**src/rtl/dmem_access_ctrl_pkg.sv**
```systemverilog
// Shared types for the data-memory access sequencer.
// State/op encodings, byte-lane constants and op decode.
package dmem_access_ctrl_pkg;

  typedef enum logic {
    IDLE    = 1'b0,
    RD_WAIT = 1'b1
  } state_t;

  typedef enum logic [1:0] {
    OP_LW = 2'd0,
    OP_SW = 2'd1,
    OP_LB = 2'd2,
    OP_SB = 2'd3
  } op_t;

  localparam logic [1:0] LANE0 = 2'd0;
  localparam logic [1:0] LANE1 = 2'd1;
  localparam logic [1:0] LANE2 = 2'd2;
  localparam logic [1:0] LANE3 = 2'd3;

  // sb wins over we, we wins over lb
  function automatic op_t decodeOp(
    input logic sb,
    input logic we,
    input logic lb
  );
    op_t op;
    if (sb)      op = OP_SB;
    else if (we) op = OP_SW;
    else if (lb) op = OP_LB;
    else         op = OP_LW;
    return op;
  endfunction

endpackage

```
**src/rtl/dmem_access_ctrl_byte_lane_unit.sv**
```systemverilog
// Little-endian byte extract (zero-extended) and
// single-lane merge of a 32-bit word.
module byte_lane_unit
  import dmem_access_ctrl_pkg::*;
(
  input  logic [31:0] word,
  input  logic [7:0]  wrByte,
  input  logic [1:0]  lane,
  output logic [31:0] extByte,
  output logic [31:0] mergedWord
);

  always_comb begin
    extByte    = '0;
    mergedWord = word;
    unique case (lane)
      LANE0: begin
        extByte[7:0]     = word[7:0];
        mergedWord[7:0]  = wrByte;
      end
      LANE1: begin
        extByte[7:0]     = word[15:8];
        mergedWord[15:8] = wrByte;
      end
      LANE2: begin
        extByte[7:0]      = word[23:16];
        mergedWord[23:16] = wrByte;
      end
      LANE3: begin
        extByte[7:0]      = word[31:24];
        mergedWord[31:24] = wrByte;
      end
    endcase
  end

endmodule

```
**src/rtl/dmem_access_ctrl.sv**
```systemverilog
// MEM-stage data RAM sequencer: LW/SW/LB direct,
// SB as read-modify-write with one stall cycle.
module dmem_access_ctrl
  import dmem_access_ctrl_pkg::*;
#(
  parameter int AW = 10
) (
  input  logic          clk,
  input  logic          rst,
  input  logic          req,
  input  logic          we,
  input  logic          sb,
  input  logic          lb,
  input  logic [31:0]   addr,
  input  logic [31:0]   wdata,
  output logic [31:0]   rdata,
  output logic          stall,
  output logic [AW-1:0] mem_addr,
  output logic [31:0]   mem_wdata,
  output logic          mem_we,
  input  logic [31:0]   mem_rdata
);

  state_t      state, nextState;
  op_t         opReg, reqOp;
  logic [1:0]  laneReg;
  logic        latchEn;
  logic [31:0] extByte, mergedWord;
  logic        unusedAddr;

  assign reqOp      = decodeOp(sb, we, lb);
  assign mem_addr   = addr[AW+1:2];
  assign unusedAddr = ^addr[31:AW+2];

  byte_lane_unit uLane (
    .word      (mem_rdata),
    .wrByte    (wdata[7:0]),
    .lane      (laneReg),
    .extByte   (extByte),
    .mergedWord(mergedWord)
  );

  always_ff @(posedge clk or posedge rst) begin
    if (rst) begin
      state   <= IDLE;
      opReg   <= OP_LW;
      laneReg <= LANE0;
    end else begin
      state <= nextState;
      if (latchEn) begin
        opReg   <= reqOp;
        laneReg <= addr[1:0];
      end
    end
  end

  always_comb begin
    nextState = state;
    latchEn   = 1'b0;
    stall     = 1'b0;
    mem_we    = 1'b0;
    mem_wdata = '0;
    rdata     = '0;
    unique case (state)
      IDLE: begin
        if (req) begin
          if (reqOp == OP_SW) begin
            mem_we    = 1'b1;
            mem_wdata = wdata;
          end else begin
            stall     = 1'b1;
            latchEn   = 1'b1;
            nextState = RD_WAIT;
          end
        end
      end
      RD_WAIT: begin
        nextState = IDLE;
        unique case (opReg)
          OP_LB: rdata = extByte;
          OP_SB: begin
            mem_we    = 1'b1;
            mem_wdata = mergedWord;
          end
          default: rdata = mem_rdata;
        endcase
      end
    endcase
    // reset must also kill a pending SB write
    if (rst) begin
      stall     = 1'b0;
      mem_we    = 1'b0;
      mem_wdata = '0;
      rdata     = '0;
    end
  end

endmodule

```
**config.mk**
```make
export PLATFORM = sky130hd
export DESIGN_NAME = dmem_access_ctrl
export DESIGN_NICKNAME = d
export VERILOG_FILES = /design/src/rtl/dmem_access_ctrl_pkg.sv /design/src/rtl/dmem_access_ctrl_byte_lane_unit.sv /design/src/rtl/dmem_access_ctrl.sv
export SDC_FILE = /design/constraint.sdc
export NUM_CORES = 1
export LEC_CHECK = 0
export CORE_UTILIZATION = 25
export CTS_CLUSTER_DIAMETER = 50
export CTS_CLUSTER_SIZE = 8
export DETAILED_ROUTE_END_ITERATION = 10
export PLACE_DENSITY = 0.76
export REMOVE_ABC_BUFFERS = 1
export SLEW_MARGIN = 20
export SYNTH_ARGS = -nofsm -noshare
export SYNTH_HDL_FRONTEND = slang
export SYNTH_SLANG_ARGS = --single-unit
```
**constraint.sdc**
```tcl
create_clock -name clk -period 1.7 [get_ports clk]
set_clock_uncertainty 0.15 [all_clocks]
set_input_delay 0.34 -clock clk [delete_from_list [all_inputs] [get_ports clk]]
set_output_delay 0.34 -clock clk [all_outputs]
set_load 0.02 [all_outputs]
```
* Yosys cells after proc, flatten, opt, wreduce, memory -nomap -nowiden *
Index checks and enable logic that the tools add are counted.

operators by class
  eq/ne operators = 6
  muxes and demuxes = 26
  bitwise operators = 1
  reduce and logical (&&, ||, !) cells = 1

operator list
  operator                                                          number
  32-bit two-way mux                                                6
  32-bit one-hot mux with 2 select lines                            2
  8-bit two-way mux                                                 4
  8-bit one-hot mux with 4 select lines                             1
  2-bit == test (second input constant)                             4
  1-bit two-way mux                                                 8
  2-bit two-way mux                                                 3
  2-bit by 1-bit == test with 1-bit output (second input constant)  2
  1-bit one-hot mux with 2 select lines                             2
  2-bit zero test                                                   1
  1-bit NOT                                                         1

storage, ports and cells
  register bits after elaboration = 5
  input bits = 102
  output and inout port bits = 76
  logic and storage cells = 37

* Depth between registers and ports, before layout *
Gate-level depths: netlist of run 1.

  depth in word-level cells = 8
  gate-level depth with buffers = 6
  depth with buffers taken out = 4

* Cells and area by module *
Synthesis of run 1 repeated with hierarchy kept, for this count alone.

second synthesis, totals
  cells, all modules = 284
  area, all modules = 2,203.4 µm²

modules (own cells, without submodules)
  module            instances  cells an instance  area an instance (µm²)  sequential area each (µm²)
  dmem_access_ctrl  1          211                1,367.6                 125.1
  byte_lane_unit    1          73                 835.8                   0.0

* Least setup slack after synthesis of run 1 *
No wires, ideal clock.

  path type = reg2out
  start = register laneReg[0]
  end = output port mem_wdata[0]
  arrival time = 1,359 ps
  data required time = 1,210 ps
  slack = -149 ps
  stages on the path, launching flop included = 5
  buffers on the path = 1
  cell sequence = dfrtp_1 clkbuf_2 o31ai_2 a22oi_1 nor2_1

between the ends
  word-level cells in the longest chain between the ends = 5

RTL lines
  what                                    line                                   text
  start, declared                         dmem_access_ctrl.sv:26                 logic [1:0] laneReg;
  start signal, assigned                  dmem_access_ctrl.sv:52                 laneReg <= addr[1:0];
  2-bit zero test                         dmem_access_ctrl_byte_lane_unit.sv:16  unique case (lane)
  8-bit two-way mux                       dmem_access_ctrl_byte_lane_unit.sv:16
  32-bit two-way mux                      dmem_access_ctrl.sv:79                 unique case (opReg)
  32-bit one-hot mux with 2 select lines  dmem_access_ctrl.sv:64                 unique case (state)
  32-bit two-way mux                      dmem_access_ctrl.sv:90                 if (rst) begin
  end, declared                           dmem_access_ctrl.sv:19                 output logic [31:0] mem_wdata,

No other way between the ends.

* Worst setup path in the final report of run 1 *
  start = register laneReg[1]
  end = output port rdata[6]

between the ends
  word-level cells in the longest chain between the ends = 5
  elaborated cells on any way between the ends = 8
  those cells by class = 3 x eq/ne; 4 x mux; 1 x reduce/logical

RTL lines
  what                                         line                                   text
  2-bit == test, or another cell as far along  dmem_access_ctrl_byte_lane_unit.sv:16
  8-bit one-hot mux with 4 select lines *      dmem_access_ctrl_byte_lane_unit.sv:16
  32-bit one-hot mux with 2 select lines *     dmem_access_ctrl.sv:79
  32-bit two-way mux *                         dmem_access_ctrl.sv:64
  32-bit two-way mux *                         dmem_access_ctrl.sv:90
  end, declared                                dmem_access_ctrl.sv:16                 output logic [31:0] rdata,

Mark *: on every way between the ends. The rest lies on a longest branch, timed or not.

==> impl_metrics.ini, run 1 <==
[synth]
synth_cell_type_count = 28
synth_xor_area_frac = 0
synth_compound_gate_area_share = 0.278
postSynthAreaPerCell_um2 = 7.42
syn_area_mm2 = 0.00151
synthAdderAreaFrac = 0
yosysWarningCount = 0
yosys.area.top_type = mux2i_1
seq_area_frac_synth = 0.0826
synth-simple-area-share = 0.251
synth_cells = 204
synth_mux_area_frac = 0.279
synth_top_area_frac = 0.264
synth-seq-cells = 5
netlist_top_cells_area = mux2i_1 (26%), a2bb2oi_1 (14%), and2_1 (9.9%)
synth_top_family_by_area = multiplexers

[place]
placedCellCount = 430
gp_congestion = 0.808
place_area_mm2 = 0.00316
io_buffers = 137
place_hpwl_um = 5650
pre_cts_slack_ns = -1.12

[power]
irDropWorstVdd_mv = 0.449
cellLeakagePower_nw = 1.81
powerDensity_mw_per_mm2 = 464

[worst_setup_path]
crit_arrival_ns = 1.67
cp_num_buf_inv = 2
cp_cell_sequence = buf_4, mux2i_2, o22ai_2, a21o_1, buf_6
critical_path.max_fanout = 10
cp_slowest_cell = dfrtp_2
crit_family = flip-flops
r2r_end = laneReg[1]
worst_ep_required_time_ns = 1.21
max_stage_delay_ns = 0.43
rr_worst_depth = 5
start_kind = register
crit_type = register to output pin
rrSetupSlack_ns = 0.11
cp-end-kind = output pin
r2r_start = state

[cells_and_area]
syn2layout_area_growth_pct = 150
final_area_mm2 = 0.00379
final_common_cell = clkdlybuf4s50_1
layout.nets = 485
antenna_cells = 0
final_cells = 454
layout_common_cells = clkdlybuf4s50_1 (67), buf_4 (61), buf_6 (58)
layout-drive-gt1-share = 0.537
post-route-util = 0.667

[timing]
hold_viol_final = 0
period_share = 1.27
max_freq_mhz = 463
setup_viol = 65
slew_violations = 0
layout_min_cycle_time_ns = 2.16
worst_pin_slew_ns = 0.240
max_slew_margin = 0.837
rsz0062_at_grt = true
finalWorstSetupSlack_ns = -0.458

[floorplanning]
coreArea_mm2 = 0.00568
die_x_um = 79.8
ios = 178
start_util = 0.267
die_y_um = 79.8
fp-row-count = 27
dieArea_mm2 = 0.00637

[global_route]
met1_usage = 0.256
grt_usage = 0.241
met2_usage = 0.458
grtUsageMet3 = 0.0766
grt_busiest_layer = met2
gr-total-overflow = 0
grt_pass1_wl_um = 11900
grt_max_degree = 21
grt_pass1_vias = 2327
antenna_found_initial = 0

[drt]
postRouteAntennaNets = 0
vias_per_cell = 5.15
drt_pass1_iterations = 4
totalWireLength_um = 8320
wl_per_cell_um = 18.3
drc = 0
vias = 2340
drtIter0Drc = 92

[run_status]
outcome = finished, violations left
violations = negative setup slack

[min_path]
hp-class = primary input to async pin

[clock_network]
clk_latency_ns = 0.22
clkTransAtPathRegs_ns = 0.03
postCtsHoldBufs = 0
cts_made_buffers = 3
cts_root_buf = clkbuf_8
cts_tree = built
clkSinkCount = 5
cts_buffer_depth = 2
cts_htree_levels = 1

[job]
drv_cap = 0
## registers in the layout (all words and copies together), names as in the netlist
name and cells:
laneReg 2, opReg 2, state 1
## metrics by stage
stage / total power (W) / setup TNS [ns] / hold slack (ns)
2_1_floorplan: 0.000666 / -37.40 / -0.0233
3_5_place_dp: 0.00124 / -61.55 / 0.423
4_1_cts: 0.00165 / -20.19 / 0.263
6_report: 0.00176 / -23.25 / 0.263
3_3_place_gp: 0.00123 / -60.51 / 0.423
5_1_grt: 0.00185 / -27.47 / 0.268
## routing by layer
| layer | vias to the layer above | wire length [um] |
|---|---|---|
| met5 | - | 0 |
| met2 | 113 | 4270 |
| met1 | 1126 | 3220 |
| met3 | 6 | 778 |
| met4 | 0 | 57 |
| li1 | 1095 | - |
## cell type report
class / instances / area (um2)
Sequential cell: 5 / 128
Multi-Input combinational cell: 170 / 1540
Tap cell: 72 / 90.1
Inverter: 3 / 13.8
Timing Repair Buffer: 200 / 1970
Clock buffer: 4 / 45.0
Fill cell: 461 / 1890
## cells in the mapped netlist
master	instances
a21oi_1	2
and2_1	24
and4bb_2	1
inv_1	2
nand2_2	1
nor2_1	35
nor2b_1	3
a21o_1	9
dfrtp_1	5
buf_1	2
buf_4	13
a22oi_1	8
o31ai_2	1
a2bb2oi_1	24
nand2b_1	2
nand3_2	1
nor3_2	1
inv_2	1
nor2_2	2
o22ai_1	8
clkbuf_2	3
mux2i_1	40
o21ai_0	2
nand2_1	3
mux2_2	2
clkbuf_1	5
nor3_1	1
buf_2	3
## cells by family (layout without fill, tap and decap cells)
logic type	Yosys count	count (layout)
DFF	5	5
muxes	42	42
and+or+nand+nor	74	74
AOI/OAI and AO/OA	54	54
buffers and inverters	29	207
## power breakdown
part	switching, W	internal (W)
combinational	0.000587	0.000783
clock	0.0000581	0.000161
sequential	0.0000285	0.000139
total	0.000674	0.00108
## worst reg2reg max path: stages, from the launching register on
cell and delay, ns:
dfrtp_1 0.42, buf_6 0.15, nand2b_4 0.13, buf_4 0.14, nor2_2 0.14, mux2_2 0.35
## how the worst max path moves through the flow
stage	slack (ns)	start	to	cells past startpoint
floorplan	-0.91	laneReg[1]	mem_wdata[16]	4
global placement	-1.04	rst	rdata[2]	6
detailed placement	-1.12	rst	rdata[6]	6
CTS	-0.41	laneReg[0]	mem_wdata[14]	6
global route	-0.52	laneReg[1]	mem_wdata[23]	7
finish	-0.46	laneReg[1]	rdata[6]	5
## repair_timing
item,4_1_cts,5_1_grt
cloned,3,2
endpoints found under the setup margin,66,66
resized for setup,422,58
buffers inserted,10,5
pin swaps,7,8
Note: power is estimated with default switching activity, not from simulation.
==> run 2, diff against run 1 <==
Settings changed: PLACE_DENSITY 0.76 to 0.79, SKIP_CTS_REPAIR_TIMING set to 1.
==> run 2 against run 1 <==
Against the previous run: non-clock buffer count shrank 5; utilization grew 2.1 points; critical endpoint is now mem_wdata[9]; worst hold slack lost 0.068 ns; combinational power grew 4%; critical path depth grew 1; register-to-register slack is essentially flat; sequential share of layout area shrank 0.10 points; maximum frequency shrank 1.6%; critical path type unchanged; global-route usage shrank 1.3 points; power grew 3.0%; the flow still finishes with violations (negative setup slack).
==> impl_metrics.ini, run 2 (synthesized netlist as in run 1, its figures left out) <==
[run_status]
outcome = finished, violations left
violations = negative setup slack

[clock_network]
clkTransAtPathRegs_ns = 0.04
clk_latency_ns = 0.23
cts_tree = built
cts_htree_levels = 1
cts_root_buf = clkbuf_8
cts_made_buffers = 3
cts_buffer_depth = 2
clkSinkCount = 5

[timing]
worst_pin_slew_ns = 0.230
rsz0062_at_grt = true
tns_ns = -22.65
max_slew_margin = 0.844
max_freq_mhz = 456
hold_viol_final = 0
layout_min_cycle_time_ns = 2.19
slew_violations = 0
period_share = 1.29
finalWorstSetupSlack_ns = -0.494
setup_viol = 65

[power]
switching_share = 0.396
cellLeakagePower_nw = 1.81
powerDensity_mw_per_mm2 = 463
power.share.clock = 0.126
irDropWorstVdd_mv = 0.477
power_frac_comb = 0.783
seqPwrFrac = 0.091
intPower_w = 0.00109
p_sw_w = 0.000716

[drt]
drtIter0Drc = 83
postRouteAntennaNets = 0
vias = 2376
drt_pass1_iterations = 4
totalWireLength_um = 8740
drc = 0
vias_per_cell = 5.29
wl_per_cell_um = 19.5

[floorplanning]
die_y_um = 79.8
die_x_um = 79.8
fp-row-count = 27
ios = 178
start_util = 0.267
coreArea_mm2 = 0.00568
dieArea_mm2 = 0.00637

[cells_and_area]
nFillCells = 433
layout_common_cells = clkdlybuf4s50_1 (67), buf_6 (59), buf_4 (49)
syn2layout_area_growth_pct = 158
post-route-util = 0.688
reg_top3 = laneReg x2, opReg x2, state x1
final_common_cell = clkdlybuf4s50_1
antenna_cells = 0
layout-drive-gt1-share = 0.613
final_cells = 449
multi_input_area_mm2 = 0.00166
layout.nets = 480
seqCellArea_um2 = 128

[global_route]
gr-total-overflow = 0
grt_pass1_vias = 2219
antenna_found_initial = 0
grt_pass1_wl_um = 11300
grt_max_degree = 21
grt_usage = 0.228

[worst_setup_path]
start_kind = register
cp-end-kind = output pin
r2r_end = laneReg[0]
crit_type = register to output pin
critical_path.max_fanout = 7
crit_arrival_ns = 1.70
worst_ep_required_time_ns = 1.21
r2r_start = state
crit_path_end = mem_wdata[9]
rr_worst_depth = 5
rrSetupSlack_ns = 0.10
critPathLaunch = laneReg[0]

[place]
io_buffers = 137
pre_cts_slack_ns = -0.984
placedCellCount = 432
place_hpwl_um = 5860
gp_congestion = 0.835

[min_path]
hp-class = primary input to async pin

[job]
drv_cap = 0
==> run 2: changes by cell type in the layout (fill, tap and decap cells not counted), moves of 3 or more <==
cell,before,now
a2bb2oi_1,20,9
a2bb2oi_2,4,15
and2_1,7,0
and2_4,17,24
buf_4,61,49
buf_8,1,5
clkbuf_16,0,3
dlymetal6s2s_1,0,4
mux2i_1,31,25
mux2i_2,8,13
nor2_1,25,17
nor2_2,7,17
==> run 2: final cells by class <==
cell class / instances / area share
multi-input combinational: 170 / 0.424
timing repair buffer: 195 / 0.505
tap: 72 / 0.0231
clock buffer: 3 / 0.0106
inverter: 3 / 0.00352
clock inverter: 1 / 0.00128
sequential: 5 / 0.0327
==> run 2: through the flow <==
step | hold slack (ns) | power, W | instance area [um2]
finish | 0.196 | 0.00181 | 3910
global route | 0.211 | 0.00190 | 3910
CTS | 0.403 | 0.00148 | 3220
detailed placement | 0.401 | 0.00124 | 3170
global placement | 0.396 | 0.00123 | 3170
floorplan | -0.0233 | 0.000666 | 1360
==> run 2: worst min-delay path by stage <==
stage	startpoint	endpoint	slack [ns]	depth (start not counted)
detailed placement	opReg[0]	opReg[0]	0.40	2
global route	rst	opReg[0]	0.21	4
floorplan	rst	laneReg[0]	-0.02	1
finish	rst	laneReg[1]	0.20	4
global placement	opReg[0]	opReg[0]	0.40	2
CTS	rst	opReg[0]	0.40	4
==> run 2: routing by layer <==
layer	GRT usage	share of wire	vias up
met5	0	0	-
li1	-	-	1088
met1	0.272	0.40	1141
met4	0.0589	0.0096	0
met3	0.0846	0.099	12
met2	0.384	0.49	135
==> run 2: power by group through the flow <==
stage / logic [W] / clock network (W) / registers (W)
floorplan: 0.000478 / 0 / 0.000187
finish: 0.00142 / 0.000228 / 0.000165
CTS: 0.00108 / 0.000234 / 0.000159
global placement: 0.00107 / 0 / 0.000160
detailed placement: 0.00108 / 0 / 0.000160
global route: 0.00149 / 0.000249 / 0.000167
==> run 2: worst max-delay path, cell delays in order, from the launching register on <==
cell and delay (ns):
dfrtp_2 0.41, nor2b_2 0.20, buf_6 0.18, mux2i_1 0.25, a2bb2oi_1 0.24, nor2_2 0.06
buf_6 0.13
